**src/rtl/nn_pkg.sv**
```systemverilog
// Shared types and defaults for the neural-network layer plumbing.
package nn_pkg;

  // Serializer FSM state encoding.
  typedef enum logic {
    IDLE   = 1'b0,
    STREAM = 1'b1
  } state_t;

  // Default width of one neuron output (two's complement).
  localparam int DEFAULT_DATA_WIDTH = 16;

endpackage

```
**src/rtl/layer_out_serializer_argmax_tracker.sv**
```systemverilog
// argmax_tracker: running signed maximum over one streamed layer vector.
// Reports the index of the largest element one cycle after the last beat.
// Ties keep the lower index because replacement uses a strict greater-than.
module argmax_tracker #(
  parameter int DATA_WIDTH = 16,
  parameter int IDX_WIDTH  = 5
) (
  input  logic                  clk,
  input  logic                  rst,
  input  logic                  beat_valid,
  input  logic                  first,
  input  logic                  last,
  input  logic [DATA_WIDTH-1:0] data,
  input  logic [IDX_WIDTH-1:0]  index,
  output logic [IDX_WIDTH-1:0]  argmax_idx,
  output logic                  argmax_valid
);

  logic signed [DATA_WIDTH-1:0] max_val;
  logic [IDX_WIDTH-1:0]         max_idx;
  logic                         take;

  // Element 0 always seeds the maximum; later elements must strictly exceed it.
  assign take = first | ($signed(data) > max_val);

  // Running maximum update and one-cycle result pulse after the last beat.
  always_ff @(posedge clk) begin
    if (rst) begin
      max_val      <= '0;
      max_idx      <= '0;
      argmax_idx   <= '0;
      argmax_valid <= 1'b0;
    end else begin
      argmax_valid <= 1'b0;
      if (beat_valid) begin
        if (take) begin
          max_val <= $signed(data);
          max_idx <= index;
        end
        if (last) begin
          argmax_valid <= 1'b1;
          argmax_idx   <= take ? index : max_idx;
        end
      end
    end
  end

endmodule

```
**src/rtl/layer_out_serializer.sv**
```systemverilog
// layer_out_serializer: latches one layer's parallel neuron outputs and streams
// them neuron 0 first as a valid/ready beat stream.
// Optional output-index tracker: define LAYER_OUT_SERIALIZER_ARGMAX_EN.
//
// state  | meaning
// IDLE   | waiting for all neurons to pulse valid together
// STREAM | presenting held[idx]; advances on each accepted beat
module layer_out_serializer
  import nn_pkg::*;
#(
  parameter int NUM_NEURONS = 30,
  parameter int DATA_WIDTH  = DEFAULT_DATA_WIDTH,
  parameter int IDX_WIDTH   = $clog2(NUM_NEURONS)
) (
  input  logic                              clk,
  input  logic                              rst,
  input  logic [NUM_NEURONS*DATA_WIDTH-1:0] in_data,
  input  logic [NUM_NEURONS-1:0]            in_valid,
  output logic [DATA_WIDTH-1:0]             out_data,
  output logic                              out_valid,
  input  logic                              out_ready,
  output logic                              out_last,
  output logic                              busy,
  output logic                              error,
  output logic [IDX_WIDTH-1:0]              argmax_idx,
  output logic                              argmax_valid
);

  localparam logic [IDX_WIDTH-1:0] LAST_IDX = IDX_WIDTH'(NUM_NEURONS - 1);

  state_t                state;
  state_t                state_nxt;
  logic [IDX_WIDTH-1:0]  idx;
  logic [DATA_WIDTH-1:0] held [NUM_NEURONS];
  logic                  capture;
  logic                  partial;
  logic                  load;
  logic                  advance;
  logic                  drop;

  // A layer result is only trusted when every neuron pulses together.
  assign capture = &in_valid;
  assign partial = (|in_valid) & ~capture;

  // State register.
  always_ff @(posedge clk) begin
    if (rst) begin
      state <= IDLE;
    end else begin
      state <= state_nxt;
    end
  end

  // Next-state and stream outputs; a capture only reloads when it coincides
  // with the final accepted beat, otherwise it is an overrun and is dropped.
  always_comb begin
    state_nxt = state;
    load      = 1'b0;
    advance   = 1'b0;
    drop      = 1'b0;
    out_valid = 1'b0;
    out_last  = 1'b0;
    busy      = 1'b0;
    out_data  = '0;
    case (state)
      IDLE: begin
        if (capture) begin
          load      = 1'b1;
          state_nxt = STREAM;
        end
      end
      STREAM: begin
        out_valid = 1'b1;
        busy      = 1'b1;
        out_data  = held[idx];
        out_last  = (idx == LAST_IDX);
        if (out_ready) begin
          if (idx == LAST_IDX) begin
            if (capture) begin
              load = 1'b1;
            end else begin
              state_nxt = IDLE;
            end
          end else begin
            advance = 1'b1;
          end
        end
        if (capture && !(out_ready && (idx == LAST_IDX))) begin
          drop = 1'b1;
        end
      end
      default: state_nxt = IDLE;
    endcase
  end

  // Holding register, beat index and sticky error flag.
  always_ff @(posedge clk) begin
    if (rst) begin
      idx   <= '0;
      error <= 1'b0;
      for (int n = 0; n < NUM_NEURONS; n++) begin
        held[n] <= '0;
      end
    end else begin
      if (load) begin
        idx <= '0;
        for (int n = 0; n < NUM_NEURONS; n++) begin
          held[n] <= in_data[n*DATA_WIDTH +: DATA_WIDTH];
        end
      end else if (advance) begin
        idx <= idx + 1'b1;
      end
      if (partial || drop) begin
        error <= 1'b1;
      end
    end
  end

`ifdef LAYER_OUT_SERIALIZER_ARGMAX_EN
  logic xfer;
  assign xfer = out_valid & out_ready;

  argmax_tracker #(
    .DATA_WIDTH (DATA_WIDTH),
    .IDX_WIDTH  (IDX_WIDTH)
  ) u_argmax (
    .clk          (clk),
    .rst          (rst),
    .beat_valid   (xfer),
    .first        (idx == '0),
    .last         (out_last),
    .data         (out_data),
    .index        (idx),
    .argmax_idx   (argmax_idx),
    .argmax_valid (argmax_valid)
  );
`else
  assign argmax_idx   = '0;
  assign argmax_valid = 1'b0;
`endif

endmodule

```
**config.mk**
```make
export PLATFORM = sky130hd
export DESIGN_NAME = layer_out_serializer
export DESIGN_NICKNAME = d
export VERILOG_FILES = /design/src/rtl/nn_pkg.sv /design/src/rtl/layer_out_serializer_argmax_tracker.sv /design/src/rtl/layer_out_serializer.sv
export SDC_FILE = /design/constraint.sdc
export NUM_CORES = 1
export LEC_CHECK = 0
export BUFFER_PORTS_ARGS = -buffer_cell sky130_fd_sc_hd__buf_4
export CAP_MARGIN = 20
export CORE_ASPECT_RATIO = 2
export CORE_MARGIN = 4
export CORE_UTILIZATION = 38
export DETAILED_ROUTE_END_ITERATION = 12
export GPL_TIMING_DRIVEN = 0
export PLACE_DENSITY_LB_ADDON = 0.2
export SETUP_SLACK_MARGIN = 0.15
export SLEW_MARGIN = 20
export SYNTH_ARGS = -nofsm -noshare
export SYNTH_HDL_FRONTEND = slang
export SYNTH_SLANG_ARGS = --single-unit
```
**constraint.sdc**
```tcl
create_clock -name clk -period 24.5 [get_ports clk]
set_clock_uncertainty 0.2 [all_clocks]
set_input_delay 2.45 -clock clk [delete_from_list [all_inputs] [get_ports clk]]
set_output_delay 2.45 -clock clk [all_outputs]
set_load 0.02 [all_outputs]
```
Word-level counts from Yosys, hierarchy flattened
Memory sizes are Yosys's and may differ from the RTL's. A register that Yosys moved wholly into a read port is not among the register bits.
Cells that the tools add are included.
- register bits: 7
- output and inout bits: 26
- word-level logic and storage cells: 98
- RAM bits: 480
- input bits: 513
- memories: 1
- memories (memory ; depth ; bits a word ; rd ports ; clocked after Yosys merged registers in ; write ports ; RTL line ; source):
    held ; 30 ; 16 ; 1 ; 1 ; 30 ; layer_out_serializer.sv:34 ; logic [DATA_WIDTH-1:0] held [NUM_NEURONS];
- mux-type cells: 52
- bitwise gates (word level): 33
- add/subtract/negate cells: 1
- reductions and logical operators: 7
- equal/unequal tests: 1
- operators with widths (cell ; count):
    $mux W16 ; 31
    $or A1 B1 Y1 ; 30
    $reduce_and A30 Y1 ; 1
    $reduce_or A30 Y1 ; 1
    $mux W1 ; 17
    $mux W5 ; 2
    $add A5 B1 Y5 const B ; 1
    $eq A5 B5 Y1 const B ; 1
    $pmux W1 S2 ; 2
    $logic_and A1 B1 Y1 ; 2
    $not A1 Y1 ; 2
    $reduce_or A2 Y1 ; 1
    $and A1 B1 Y1 ; 1
    $logic_not A1 Y1 ; 1
    $logic_or A1 B1 Y1 ; 1

Logic depth before layout (Yosys ltp)
- depth in word-level cells: 9
- gate-level depth with buffers: 8
- mapped depth without buffers: 6

Least setup slack after synthesis
No wires, ideal clock.
- path type: input-to-reg
- from: input port rst
- to: memory held[0][0], enable pin
- stages: 4
- required time: 23.475 ns
- buffers on the path: 2
- slack: 11.126 ns
- setup time: 0.825 ns
- arrival: 12.349 ns
- cells stage by stage: clkbuf_1 clkbuf_1 a31oi_1 inv_1
- RTL lines (element ; RTL line ; source):
    start, declared ; layer_out_serializer.sv:16 ; input logic rst,
    end, declared ; layer_out_serializer.sv:34 ;

==> results.sh <==
export IMPL_outcome="completed"
export IMPL_synth_async_reset_ratio=0
export IMPL_critPathSlowestCell="nor2_1"
export IMPL_clk_pin_slew_ps=70
export IMPL_chipWidth_um=180
export IMPL_ys_seq_area_frac=0.655
export IMPL_drive_above_1_share=0.359
export IMPL_slew_viol_final=0
export IMPL_fillers=5211
export IMPL_setup_viol=0
export IMPL_hpwl_um=68000
export IMPL_hp_class="reg -> reg"
export IMPL_crit_type="reg -> out"
export IMPL_fin_crit_sh=0.280
export IMPL_antenna_found_initial=8
export IMPL_die_h_um=351
export IMPL_power_density_mw_per_mm2=63.4
export IMPL_cts_tree="done"
export IMPL_ys_warn_count=0
export IMPL_cts_resized_gates=0
export IMPL_min_period_ps=6870
export IMPL_root_buffer="clkbuf_16"
export IMPL_dr_total_vias=15200
export IMPL_layout_nets=2588
export IMPL_fin_cells=2874
export IMPL_ys_top_cells_by_count="edfxtp_1, and2_1, nor2b_1"
export IMPL_critPathLaunchType="flop"
export IMPL_numClockSinks=492
export IMPL_synth_top_area_cell="edfxtp_1"
export IMPL_max_vdd_ir_drop_uv=45.1
export IMPL_yosysMostFrequentCell="edfxtp_1"
export IMPL_syn_inst=1487
export IMPL_crit_top_cell="clkbuf_1"
export IMPL_cts_setup_buffers=0
export IMPL_fmax_mhz=146
export IMPL_slowest_delay_ps=720
export IMPL_cts_buffers=44
export IMPL_netlist_area_mm2=0.0224
export IMPL_place_ws_ps=18010
export IMPL_grt_pass1_wl_um=118000
export IMPL_synth_flop_cell="edfxtp_1"
export IMPL_dr_pass1_iters=5
export IMPL_critPathMaxFanout=10
export IMPL_path_buf_inv=4
export IMPL_clock_latency_ps=560
export IMPL_crit_required_ps=21850
export IMPL_htreeDepth=2
export IMPL_clockBufferDepth=3
export IMPL_grt_pass1_vias=16400
export IMPL_drc_errors=0
export IMPL_crit_path_cell_trace="clkbuf_1 -> clkbuf_1 -> clkbuf_1 -> nand2_1 -> nor2_1 -> nand2_1 -> nand4_1 -> buf_4"
export IMPL_tns_ps=0
export IMPL_finalWorstSetupSlack_ps=17630
export IMPL_place_gp_congestion=0.885
export IMPL_drt_total_wl_um=86100
export IMPL_io_buffers=531
export IMPL_start_util=0.385
export IMPL_synth_avg_cell_area_um2=15.0
export IMPL_die_area_mm2=0.0631
export IMPL_coreArea_mm2=0.0582
export IMPL_synthToLayoutAreaGrowth_pct=29.1
export IMPL_crit_family="buffers and inverters"
export IMPL_grt_max_degree=114
export IMPL_postCtsHoldBufs=0
export IMPL_yosys_register_bits=492
export IMPL_grt_setup_unrepaired="false"
export IMPL_cp_end_kind="output port"
export IMPL_rows=125
export IMPL_rrSetupSlack_ps=20610
export IMPL_total_power_uw=1830
export IMPL_wl_per_cell_um=30.0
export IMPL_synth_edf_count=480
export IMPL_dp_cells=2789
export IMPL_tightestPinTransition_ps=1040
export IMPL_io_pins=539
export IMPL_first_iter_violations=1205
export IMPL_synth_area_top_cells="edfxtp_1, and2_1, mux4_2, nor2b_1, mux2i_1"
export IMPL_hold_viol_final=0
export IMPL_final_antenna_net_count=0
export IMPL_viasPerCell=5.27
export IMPL_max_slew_margin_rel=0.304
export IMPL_cap_viol_max_count=0
export IMPL_critPathArrivalTime_ps=4220
export IMPL_grt_ovfl_total=0
export IMPL_leakagePower_uw=0.0106
export IMPL_grt_usage=0.264
export IMPL_yosysUniqueCellTypes=52
export IMPL_synth_top_area_frac=0.644
[final cells by class]
cell class              instances  area, um^2  share of cell area
clock inverters                25         201             0.00698
repair buffers                535        4100               0.142
plain buffers                 111         548              0.0190
multi-input cells             884        7170               0.248
inverters                       5        26.3            0.000910
diodes                          4        10.0            0.000347
well taps                     762         953              0.0330
clock buffers                  56        1220              0.0422
flip-flops and latches        492       14700               0.507
[through the flow]
| stage | hold slack, ps | instance area, um^2 | utilization |
|---|---|---|---|
| 3_3_place_gp | 349 | 27300 | 0.470 |
| 5_1_grt | 429 | 28900 | 0.496 |
| 6_report | 416 | 28900 | 0.496 |
| 2_1_floorplan | 327 | 22400 | - |
| 3_5_place_dp | 369 | 27400 | 0.472 |
| 4_1_cts | 397 | 28900 | 0.496 |
[power breakdown]
part | internal (uW) | switching, uW | leakage (uW)
Sequential | 975 | 14.1 | 0.00468
Combinational | 77.9 | 63.2 | 0.00525
Clock | 385 | 316 | 0.000691
Total | 1440 | 393 | 0.0106
[layout by cell type (no fill, tap or decap), drive strengths merged, types with 3 or more instances in the layout]
cell type	Yosys	routed
inv	4	7
a22oi	36	36
and3	4	4
and4b	3	3
mux4	71	71
nor3	7	7
or2	4	4
nand2	10	10
nand4	22	22
nor2	11	11
diode	0	4
o21ai	9	9
nor4bb	3	3
xnor2	3	3
mux2i	91	91
and2	298	298
a32oi	3	3
nor4	16	16
mux2	18	18
clkinv	1	18
nor2b	201	201
a21oi	9	9
clkbuf	67	123
edfxtp	480	480
o22ai	7	7
conb	1	6
dfxtp	12	12
a221oi	9	9
bufinv	0	3
buf	44	579
nand3	18	18
a2111oi	3	3
[registers in the layout (all words and copies together), names as in the netlist, named ones only]
name,count
state,1
error,1
idx,5
held,480
[layer usage]
metal / part of all wire / vias up / global-route usage
li1: - / 6681 / -
met1: 0.34 / 7625 / 0.281
met2: 0.55 / 720 / 0.511
met3: 0.065 / 123 / 0.0536
met4: 0.038 / 4 / 0.0932
met5: 0.00023 / - / 0
[final timing paths]
path,from,end,depth (start not counted)
worst max-delay path,flop,out_data[9],8
worst min-delay path,idx[1],idx[1],1
worst max register to register,state,held[20][9],6
worst min register to register,idx[1],idx[1],1
[cells by family after synthesis]
group | after synthesis | share of synthesized area
xor gates and xnor gates | 4 | 0.00157
DFF | 492 | 0.655
buffers and inverters | 116 | 0.0253
AOI/OAI and AO/OA | 84 | 0.0268
adders and majority gates | 2 | 0.00112
muxes | 180 | 0.121
and+or+nand+nor | 608 | 0.169
other | 1 | 0.000168
No activity file was read; power rests on OpenSTA's default activity.
